===== config.mk =====
export PLATFORM = sky130hd
export DESIGN_NAME = onehot_demux_stream
export DESIGN_NICKNAME = d
export VERILOG_FILES = /design/src/rtl/onehot_demux_pkg.sv /design/src/rtl/onehot_decoder.sv /design/src/rtl/onehot_demux_stream.sv
export SDC_FILE = /design/constraint.sdc
export NUM_CORES = 1
export LEC_CHECK = 0
export ABC_AREA = 1
export BUFFER_PORTS_ARGS = -buffer_cell sky130_fd_sc_hd__clkbuf_2
export CAP_MARGIN = 20
export CORE_UTILIZATION = 55
export CTS_BUF_LIST = sky130_fd_sc_hd__clkbuf_8
export DETAILED_ROUTE_END_ITERATION = 10
export GPL_TIMING_DRIVEN = 0
export HOLD_SLACK_MARGIN = 0.12
export PLACE_DENSITY = 0.82
export SLEW_MARGIN = 20
export SYNTH_ARGS = -nofsm -noshare
export SYNTH_HDL_FRONTEND = slang
export SYNTH_HIERARCHICAL = 1
export SYNTH_SLANG_ARGS = --single-unit
export TNS_END_PERCENT = 1

===== constraint.sdc =====
create_clock -name CLK -period 2.1 [get_ports CLK]
set_input_delay 0 -clock CLK [delete_from_list [all_inputs] [get_ports CLK]]
set_output_delay 0 -clock CLK [all_outputs]
set_load 0.01 [all_outputs]

===== src/rtl/onehot_demux_pkg.sv =====
// Shared definitions for the one-hot streaming demultiplexer.
//   N_LANES       : number of output lanes
//   SEL_W         : width of the binary lane select
//   lane_onehot_t : one-hot lane vector (one bit per output lane)
//   buf_state_e   : occupancy of the head/skid buffer
package onehot_demux_pkg;

   localparam int N_LANES = 8;
   localparam int SEL_W   = 3;

   typedef logic [N_LANES-1:0] lane_onehot_t;

   typedef enum logic [1:0] {
      EMPTY = 2'd0,
      ONE   = 2'd1,
      FULL  = 2'd2
   } buf_state_e;

endpackage : onehot_demux_pkg


===== src/rtl/onehot_decoder.sv =====
// Combinational binary-to-one-hot lane decoder.
//   sel_i    : binary lane select
//   onehot_o : one-hot lane vector, all zero for a non-decodable select
module onehot_decoder
   import onehot_demux_pkg::*;
(
   input  logic [SEL_W-1:0] sel_i,
   output lane_onehot_t     onehot_o
);

   // Decode the select; X/Z selects fall to the all-zero default.
   always_comb begin
      onehot_o = 8'b0000_0000;
      case (sel_i)
         3'd0:    onehot_o = 8'b0000_0001;
         3'd1:    onehot_o = 8'b0000_0010;
         3'd2:    onehot_o = 8'b0000_0100;
         3'd3:    onehot_o = 8'b0000_1000;
         3'd4:    onehot_o = 8'b0001_0000;
         3'd5:    onehot_o = 8'b0010_0000;
         3'd6:    onehot_o = 8'b0100_0000;
         3'd7:    onehot_o = 8'b1000_0000;
         default: onehot_o = 8'b0000_0000;
      endcase
   end

endmodule : onehot_decoder


===== src/rtl/onehot_demux_stream.sv =====
// Streaming 1-to-8 demultiplexer with a 2-entry (head + skid) buffer.
//   CLK, ASYNCRESET : clock, asynchronous active-high reset
//   I, S, I_valid   : input word, binary lane select, input valid
//   I_ready         : registered input ready
//   O0..O7          : lane data, zero on every lane that is not valid
//   O_valid         : per-lane valid, one-hot or zero
//   O_ready         : per-lane ready; only the valid lane's bit is honoured
// Words leave strictly in acceptance order, so a stalled lane blocks all
// following words.
module onehot_demux_stream
   import onehot_demux_pkg::*;
#(
   parameter int WIDTH = 1
) (
   input  logic             CLK,
   input  logic             ASYNCRESET,
   input  logic [WIDTH-1:0] I,
   input  logic [SEL_W-1:0] S,
   input  logic             I_valid,
   output logic             I_ready,
   output logic [WIDTH-1:0] O0,
   output logic [WIDTH-1:0] O1,
   output logic [WIDTH-1:0] O2,
   output logic [WIDTH-1:0] O3,
   output logic [WIDTH-1:0] O4,
   output logic [WIDTH-1:0] O5,
   output logic [WIDTH-1:0] O6,
   output logic [WIDTH-1:0] O7,
   output lane_onehot_t     O_valid,
   input  lane_onehot_t     O_ready
);

   buf_state_e       state_q, state_d;
   logic [WIDTH-1:0] head_data_q, head_data_d;
   lane_onehot_t     head_dest_q, head_dest_d;
   logic [WIDTH-1:0] skid_data_q, skid_data_d;
   lane_onehot_t     skid_dest_q, skid_dest_d;
   logic             ready_q;

   lane_onehot_t     in_dest_s;
   logic             push_s;
   logic             pop_s;
   logic [WIDTH-1:0] lane_data_s [N_LANES];

   onehot_decoder u_dec (
      .sel_i    (S),
      .onehot_o (in_dest_s)
   );

   assign push_s = I_valid & ready_q;
   // Masking with O_valid makes ready bits of unselected lanes irrelevant.
   assign pop_s  = |(O_valid & O_ready);

   // Buffer occupancy and head/skid next-state.
   always_comb begin
      state_d     = state_q;
      head_data_d = head_data_q;
      head_dest_d = head_dest_q;
      skid_data_d = skid_data_q;
      skid_dest_d = skid_dest_q;
      case (state_q)
         EMPTY: begin
            if (push_s) begin
               state_d     = ONE;
               head_data_d = I;
               head_dest_d = in_dest_s;
            end else begin
               state_d = EMPTY;
            end
         end
         ONE: begin
            if (push_s && pop_s) begin
               // Outgoing head is replaced in place: no bubble.
               head_data_d = I;
               head_dest_d = in_dest_s;
            end else if (push_s) begin
               state_d     = FULL;
               skid_data_d = I;
               skid_dest_d = in_dest_s;
            end else if (pop_s) begin
               state_d = EMPTY;
            end else begin
               state_d = ONE;
            end
         end
         FULL: begin
            // I_ready is low here, so only a pop can happen.
            if (pop_s) begin
               state_d     = ONE;
               head_data_d = skid_data_q;
               head_dest_d = skid_dest_q;
            end else begin
               state_d = FULL;
            end
         end
         default: begin
            state_d = EMPTY;
         end
      endcase
   end

   // Buffer registers and input ready; ready tracks the next occupancy.
   always_ff @(posedge CLK or posedge ASYNCRESET) begin
      if (ASYNCRESET) begin
         state_q     <= EMPTY;
         head_data_q <= '0;
         head_dest_q <= 8'b0000_0000;
         skid_data_q <= '0;
         skid_dest_q <= 8'b0000_0000;
         ready_q     <= 1'b0;
      end else begin
         state_q     <= state_d;
         head_data_q <= head_data_d;
         head_dest_q <= head_dest_d;
         skid_data_q <= skid_data_d;
         skid_dest_q <= skid_dest_d;
         ready_q     <= (state_d != FULL);
      end
   end

   assign I_ready = ready_q;
   assign O_valid = (state_q != EMPTY) ? head_dest_q : 8'b0000_0000;

   // Only the valid lane carries head data; the rest drive zero.
   always_comb begin
      for (int k = 0; k < N_LANES; k++) begin
         lane_data_s[k] = O_valid[k] ? head_data_q : '0;
      end
   end

   assign O0 = lane_data_s[0];
   assign O1 = lane_data_s[1];
   assign O2 = lane_data_s[2];
   assign O3 = lane_data_s[3];
   assign O4 = lane_data_s[4];
   assign O5 = lane_data_s[5];
   assign O6 = lane_data_s[6];
   assign O7 = lane_data_s[7];

endmodule : onehot_demux_stream


After elaboration in Yosys (flattened, before gate mapping)
Memory sizes are Yosys's and may differ from the RTL's.
Index checks and enable logic that the tools add are counted.
{"block": "totals", "regBits": 21, "romBits": 64, "input_bits": 15, "output_inout_bits": 17, "memories": 1}
{"block": "classes", "n_eq_ne": 6, "muxes": 23, "n_bitwise": 3, "reduce_logical": 7}
{"name": "(name not given)", "depth": 8, "width": 8, "read_ports": 1, "rd_clocked_by_memory_dff": 0, "write_ports": 0, "line": "onehot_decoder.sv:14", "rtl": "case (sel_i)"}
{"op": "$mux W8", "count": 4}
{"op": "$pmux W8 S3", "count": 1}
{"op": "$mux W1", "count": 13}
{"op": "$and A8 B8 Y8", "count": 1}
{"op": "$ne A2 B2 Y1 const B", "count": 4}
{"op": "$reduce_or A8 Y1", "count": 1}
{"op": "$mux W2", "count": 3}
{"op": "$pmux W2 S3", "count": 1}
{"op": "$reduce_and A4 Y1", "count": 1}
{"op": "$pmux W1 S3", "count": 1}
{"op": "$reduce_and A3 Y1", "count": 1}
{"op": "$reduce_bool A3 Y1", "count": 1}
{"op": "$eq A2 B1 Y1 const B", "count": 1}
{"op": "$eq A2 B2 Y1 const B", "count": 1}
{"op": "$logic_not A2 Y1", "count": 1}
{"op": "$reduce_bool A2 Y1", "count": 1}
{"op": "$and A1 B1 Y1", "count": 1}
{"op": "$logic_and A1 B1 Y1", "count": 1}
{"op": "$not A1 Y1", "count": 1}

Logic depth before layout (Yosys ltp)
Gate-level depths: netlist (run 1).
{"block": "depth", "word_depth": 9, "mapped_depth": 12, "mapped_depth_nobuf": 11}

Hierarchy
The synthesis (run 1) kept the hierarchy.
{"mod": "onehot_demux_stream", "n_inst": 1, "cells_each": 162, "area_each_um2": 1238.7, "seq_area_each_um2": 525.5}
{"mod": "onehot_decoder", "n_inst": 1, "cells_each": 15, "area_each_um2": 56.3, "seq_area_each_um2": 0.0}

Least setup slack after synthesis (run 1)
Ideal clock, no wire load.
{"block": "synth_path", "kind": "reg-to-reg", "from": "reg state_q[0]", "to": "reg skid_dest_q[0]", "arrival_time_ps": 1353, "required_ps": 1983, "path_slack_ps": 629, "path_stages_with_launch": 11, "period_less_slack_ps": 1471, "path_cell_list": "dfrtp_1 > buf_6 > inv_2 > nand2_4 > nand3_1 > nand2_1 > nor2_4 > nand4_4 > buf_6 > nand2_1 > o21ai_2"}
{"block": "synth_via", "elab_chain_cells": 7, "word_cells_on_any_way": 8}
{"element": "start, declared", "line": "onehot_demux_stream.sv:33", "rtl": "buf_state_e state_q, state_d;"}
{"element": "start signal, assigned", "line": "onehot_demux_stream.sv:112", "rtl": "state_q <= state_d;"}
{"element": "$reduce_bool A2 Y1", "line": "onehot_demux_stream.sv:122", "rtl": "assign O_valid = (state_q != EMPTY) ? head_dest_q : 8'b0000_0000;"}
{"element": "$mux W8", "line": "onehot_demux_stream.sv:122"}
{"element": "$and A8 B8 Y8", "line": "onehot_demux_stream.sv:52", "rtl": "assign pop_s = |(O_valid & O_ready);"}
{"element": "$reduce_or A8 Y1", "line": "onehot_demux_stream.sv:52"}
{"element": "$logic_and A1 B1 Y1", "line": "onehot_demux_stream.sv:72", "rtl": "if (push_s && pop_s) begin"}
{"element": "$not A1 Y1 (no source line)"}
{"element": "$reduce_and A3 Y1 (no source line) (*)"}
{"element": "end signal, assigned", "line": "onehot_demux_stream.sv:116", "rtl": "skid_dest_q <= skid_dest_d;"}
{"element": "end, declared", "line": "onehot_demux_stream.sv:37", "rtl": "lane_onehot_t skid_dest_q, skid_dest_d;"}
Mark *: on every way between the ends. The rest lies on a longest branch, timed or not.
A chain may end at the register's enable or synchronous reset.

Worst setup path after layout (run 1)
{"block": "layout_path", "from": "reg state_q[0]", "to": "out O2"}
{"block": "layout_via", "elab_chain_cells": 3}
{"element": "$reduce_bool A2 Y1", "line": "onehot_demux_stream.sv:122"}
{"element": "$mux W8", "line": "onehot_demux_stream.sv:122"}
{"element": "$mux W1", "line": "onehot_demux_stream.sv:127", "rtl": "lane_data_s[k] = O_valid[k] ? head_data_q : '0;"}
{"element": "end, declared", "line": "onehot_demux_stream.sv:23", "rtl": "output logic [WIDTH-1:0] O2,"}
Every way passes these cells.

==> results of run 1 <==
==> metal layers <==
metal	GRT usage, %	part of all wire [%]	up-vias
li1	-	-	630
met2	38.2	48	36
met1	29.8	46	538
met4	6.94	1.2	0
met5	0	0	-
met3	3.03	4.5	4
==> report_power, final <==
group | switching, mW | internal (mW)
registers | 0.125 | 0.595
clock network | 0.121 | 0.130
logic | 0.745 | 0.413
total | 0.991 | 1.14
==> cells in the final DEF (no fill, tap or decap), types with 8 or more instances in the layout <==
| master | n |
|---|---|
| nand2_1 | 50 |
| inv_1 | 26 |
| dfrtp_1 | 21 |
| o21ai_2 | 9 |
| nand3_1 | 17 |
| nor3_1 | 8 |
| o21ai_0 | 9 |
| nor2_1 | 19 |
| clkbuf_2 | 32 |
==> worst min-delay path by stage <==
| stage | startpoint | endpoint | slack [ns] | cells after the start |
|---|---|---|---|---|
| floorplan | ASYNCRESET | I_ready | -0.02 | 1 |
| global placement | ASYNCRESET | I_ready | 0.15 | 2 |
| detailed placement | ASYNCRESET | skid_dest_q[4] | 0.15 | 2 |
| CTS | I_valid | state_q[0] | 0.12 | 5 |
| global route | S[1] | skid_dest_q[2] | 0.16 | 5 |
| finish | I_valid | state_q[0] | 0.12 | 5 |
==> synthesized netlist by cell type, drive strengths merged <==
library cell / instances
nand3: 18
inv: 28
o21ai: 18
nand2: 54
a21oi: 2
nand4: 1
buf: 3
nor2: 22
nor3: 8
clkbuf: 2
dfrtp: 21
==> metrics by stage <==
stage	total power, mW	utilization (%)
final	2.13	70.5
after global routing	2.33	70.5
after CTS	2.14	70.5
after detailed placement	1.88	67.1
after global placement	1.82	67.1
after floorplan	1.60	-
==> tightest hold or removal path: cells and delay by family <==
family | cells | cell delay, ns
AO/OA/AOI/OAI | 1 | 0.07
buffers and inverters | 2 | 0.12
AND/OR/NAND/NOR | 2 | 0.15
==> flip-flops by register name (all words and copies together), names as in the netlist <==
name and count:
skid_dest_q 8, state_q 2, head_data_q 1, I_ready 1, head_dest_q 8, skid_data_q 1
==> cell type report <==
class / count / area (sq um)
Sequential cell: 21 / 526
Tap cell: 28 / 35.0
Multi-Input combinational cell: 123 / 622
Clock inverter: 1 / 3.75
Clock buffer: 3 / 41.3
Timing Repair Buffer: 34 / 185
Inverter: 28 / 105
Buffer: 5 / 42.5
Fill cell: 193 / 652
==> cells by family after synthesis <==
kind of cell    share of synthesized area (%)
compound gates                           10.6
buf+inv                                  11.4
flops                                    40.6
simple gates                             37.4
==> results.toml, run 1 <==
[placed_design]
place.port_buffers = 31
gp_congestion = 0.783
dp_slack_ns = 0.457
hpwl_mm = 2.01
post_dp_cell_area_sq_um = 1490
dp_cells = 236

[cells_and_area]
antennaDiodeCount = 0
nets = 231
finalInstanceArea_sq_um = 1560
fin_cells = 243
areaGrowthSynthToFinish_pct = 20.5
final_layout_size_suffix_gt1_share_pct = 27.9

[floorplan]
core_area_sq_um = 2210
io_pins = 32
die_h_um = 50.5
die_w_um = 50.5
core.rowCount = 17
start_util_pct = 58.5
die_area_sq_um = 2550

[clocking]
numCtsBuffers = 3
cts_setup_buffers = 0
cts_tree = "yes"
cts_hold_buf = 3
clk_pin_slew_ns = 0.07
htree_levels = 1
cts_resized = 0
cts_root_buf = "clkbuf_8"
clock_path_buffers = 2
cts_num_sinks = 21
clock_latency_ns = 0.25

[global_routing]
grt_pass1_vias = 1031
grt_max_degree = 22
antenna_found_initial = 0
track_usage_pct = 22.5
grt_pass1_wl_mm = 4.35
grt-ovfl-total = 0

[worst_setup_path]
timing.rr.end = "skid_dest_q[0]"
cp_top_family = "buffers and inverters"
critical_path.cell_chain = "buf_6, inv_2, nand2_4, inv_1, clkbuf_1, nor3_1, clkbuf_2"
r2r-start = "state_q[0]"
crit_required_ns = 2.10
crit_slowest_cell = "dfrtp_1"
endpoint = "O2"
reg2reg_depth = 10
path_buf_inv = 5
cp-end-kind = "output port"
crit_fanout = 10
criticalPathCategory = "flop to output port"
path_depth = 7
rrSetupSlack_ns = 0.45
crit_start = "state_q[0]"
critical-path-max-stage-delay_ns = 0.38
critical_path.startpoint_type = "flop"
crit_arrival_ns = 1.72

[yosys]
synth_area_sq_um = 1290
yosysWarningCount = 6
synth_top_cell_area_share_pct = 40.6
synth_top_cells_by_area = "dfrtp_1 (41%), nand2_1 (14%), inv_1 (7.2%)"
yosysSeqAreaShare_pct = 40.6
synthesis.nets = 192
synth_cells = 177
synth_cell_type_count = 20
synth.avg_cell_area_sq_um = 7.32
yosysTopAreaCell = "dfrtp_1"
synth_seq_cells = 21

[sta]
worst_slew_pin_slew_ns = 0.748
finalCriticalPeriod_ns = 1.72
worst_slack_ns = 0.381
slew-limit-headroom_pct = 50.1
setup_violations = 0
finalCritPeriodShare_pct = 81.9
setup_tns_ns = 0
timing.fmax_mhz = 582
hold_viol_final = 0
finalMaxSlewViolations = 0
rsz0062_at_grt = "false"
whs_ns = 0.124
finalClockSkew_ns = 0.00266

[pwr]
power.density_nw_per_um2 = 1360
leakage_nw = 0.830
ir_worst_vdd_v = 0.000903

[routing]
drc = 0
drtPass1Iterations = 4
drt-initial-drc-count = 17
post_drt_wl_per_cell_um = 10.5
vias = 1208
routed_wl_mm = 2.55
ant_nets = 0
avgViaCountPerCell = 4.97

[status]
run_status = "finished clean"

[job]
maxCapViolations = 0

[min_path]
hp-class = "input pin to flop"
Power figures use the tool's default switching activity.
==> run 2: changes to the inputs <==
--- a/config.mk
+++ b/config.mk
@@ -8,12 +8,12 @@
 export ABC_AREA = 1
 export BUFFER_PORTS_ARGS = -buffer_cell sky130_fd_sc_hd__clkbuf_2
 export CAP_MARGIN = 20
-export CORE_UTILIZATION = 55
+export CORE_UTILIZATION = 49
 export CTS_BUF_LIST = sky130_fd_sc_hd__clkbuf_8
 export DETAILED_ROUTE_END_ITERATION = 10
 export GPL_TIMING_DRIVEN = 0
 export HOLD_SLACK_MARGIN = 0.12
-export PLACE_DENSITY = 0.82
+export PLACE_DENSITY = 0.77
 export SLEW_MARGIN = 20
 export SYNTH_ARGS = -nofsm -noshare
 export SYNTH_HDL_FRONTEND = slang
==> constraint.sdc (replaced) <==
create_clock -name CLK -period 1.5 [get_ports CLK]
set_input_delay 0 -clock CLK [delete_from_list [all_inputs] [get_ports CLK]]
set_output_delay 0 -clock CLK [all_outputs]
set_load 0.01 [all_outputs]
==> run 2 against run 1 <==
Net effect:
- the run now ends with negative setup slack left
- sequential power up 42%
- count of clock-buffer cells in the layout unchanged
- via count down 0.50%
- first-iteration DRC count up 24%
- worst hold slack better by 0.00053 ns
- sequential share of layout area down 0.77 points
- clock power up 41%
- worst setup slack worse by 0.49 ns
- clock skew down 0.0015 ns
- cell count up 1.6%
- power up 44%
- critical path type is now flop to flop
- highest routed layer unchanged
==> results.toml, run 2 (synthesis results as in run 1) <==
[worst_setup_path]
critical-path-max-stage-delay_ns = 0.39
crit_required_ns = 1.65
path_common_cell = "buf_6"
crit_fanout = 10
crit_arrival_ns = 1.76
critical_path.startpoint_type = "flop"
criticalPathCategory = "flop to flop"
critical_path.cell_chain = "buf_6, inv_2, nand2_4, nand3_1, nand2_2, nor2_4, nand4_4, buf_6, nand2_1, o21ai_2"
crit_slowest_cell = "dfrtp_1"
cp-end-kind = "flop"

[floorplan]
core_area_sq_um = 2480
core.rowCount = 18
die_area_sq_um = 2850
start_util_pct = 52.3
io_pins = 32
die_h_um = 53.4
die_w_um = 53.4

[sta]
finalCriticalPeriod_ns = 1.61
finalCritPeriodShare_pct = 107
setup_violations = 30
timing.fmax_mhz = 621
worst_slew_pin_slew_ns = 0.765
finalMaxSlewViolations = 0
worst_slack_ns = -0.110
whs_ns = 0.125
finalClockSkew_ns = 0.00118
slew-limit-headroom_pct = 49.0
rsz0062_at_grt = "true"
setup_tns_ns = -2.09
hold_viol_final = 0

[routing]
post_drt_wl_per_cell_um = 11.2
drtPass1Iterations = 6
drt-initial-drc-count = 21
avgViaCountPerCell = 4.87
drc = 0
routed_wl_mm = 2.76
vias = 1202
ant_nets = 0

[pwr]
power.density_nw_per_um2 = 1920
p_comb_share_pct = 55.2
leakage_nw = 0.841
ir_worst_vdd_v = 0.00123
clockPowerShare_pct = 11.6
p_sw_share_pct = 46.5
p_int_mw = 1.64
net-switching-power_mw = 1.43
power_frac_seq_pct = 33.2

[cells_and_area]
final_common_cell = "nand2_1"
reg_top3 = "head_dest_q x8, skid_dest_q x8, state_q x2"
final_layout_size_suffix_gt1_share_pct = 31.3
layout_common_cells = "nand2_1 (46), clkbuf_2 (32), inv_1 (26)"
antennaDiodeCount = 0
nets = 233
areaGrowthSynthToFinish_pct = 23.3
fin_util_pct = 64.4

[clocking]
htree_levels = 1
clock_path_buffers = 2
clk_pin_slew_ns = 0.07
cts_root_buf = "clkbuf_8"
cts_num_sinks = 21
clock_latency_ns = 0.25
cts_tree = "yes"
numCtsBuffers = 3

[global_routing]
track_usage_pct = 22.6
grt-ovfl-total = 0
grt_pass1_vias = 1159
grt_pass1_wl_mm = 4.62
grt_max_degree = 22
antenna_found_initial = 0

[job]
maxCapViolations = 0

[status]
failed_checks = "negative setup slack"
run_status = "finished, violations left"

[placed_design]
hpwl_mm = 2.06
place.port_buffers = 31
gp_congestion = 0.777

[min_path]
hp-class = "input pin to flop"
## run 2: routing by layer
| layer | GRT usage (%) | vias up | wire length, um |
|---|---|---|---|
| li1 | - | 632 | - |
| met1 | 22.5 | 528 | 1190 |
| met2 | 44.6 | 38 | 1400 |
| met3 | 3.16 | 4 | 123 |
| met4 | 10.1 | 0 | 42 |
| met5 | 0 | - | 0 |
## run 2: critical path, delay by kind of cell (launching register included)
family | cells | cell delay [ns]
compound gates | 1 | 0.05
buf+inv | 3 | 0.39
flops | 1 | 0.39
simple gates | 6 | 0.67
## run 2: what timing repair did
action,4_1_cts,5_1_grt
hold endpoints to repair,26,0
hold buffers,3,0
endpoints found under the setup margin,31,33
setup buffers,2,0
pin swaps,2,0
resized for setup,6,1
## run 2: per-stage QoR
stage,instance area (sq um),worst slack (ns),cells,power [mW]
final,1600,-0.110,247,3.07
after global routing,1600,-0.242,247,3.34
after CTS,1590,-0.122,247,3.07
after detailed placement,1490,-0.140,238,2.64
after global placement,1490,-0.100,238,2.56
after floorplan,1290,0.0295,177,2.24
## run 2: layout make-up
type / instances / area (sq um)
inverters: 28 / 105
multi-input cells: 123 / 637
flip-flops and latches: 21 / 526
repair buffers: 36 / 200
clock inverters: 1 / 3.75
well taps: 30 / 37.5
fillers: 229 / 881
clock buffers: 3 / 41.3
plain buffers: 5 / 46.3
## run 2: worst paths after layout
path | startpoint | to | slack (ns) | depth (start not counted)
max in group asynchronous | ASYNCRESET | head_dest_q[2] | 0.62 | 3
min in group asynchronous | ASYNCRESET | I_ready | 0.40 | 3
hold reg to reg | skid_dest_q[0] | skid_dest_q[0] | 0.48 | 2
setup reg to reg | state_q[0] | skid_dest_q[0] | -0.11 | 10
hold / removal | S[1] | skid_dest_q[2] | 0.12 | 5
setup / recovery | state_q[0] | skid_dest_q[0] | -0.11 | 10
## run 2: power groups by stage
| stage | Sequential, mW | Clock [mW] | Combinational, mW |
|---|---|---|---|
| after detailed placement | 1.03 | 0 | 1.62 |
| after global placement | 1.00 | 0 | 1.56 |
| after floorplan | 0.977 | 0 | 1.27 |
| final | 1.02 | 0.354 | 1.69 |
| after CTS | 1.02 | 0.364 | 1.69 |
| after global routing | 1.05 | 0.381 | 1.91 |
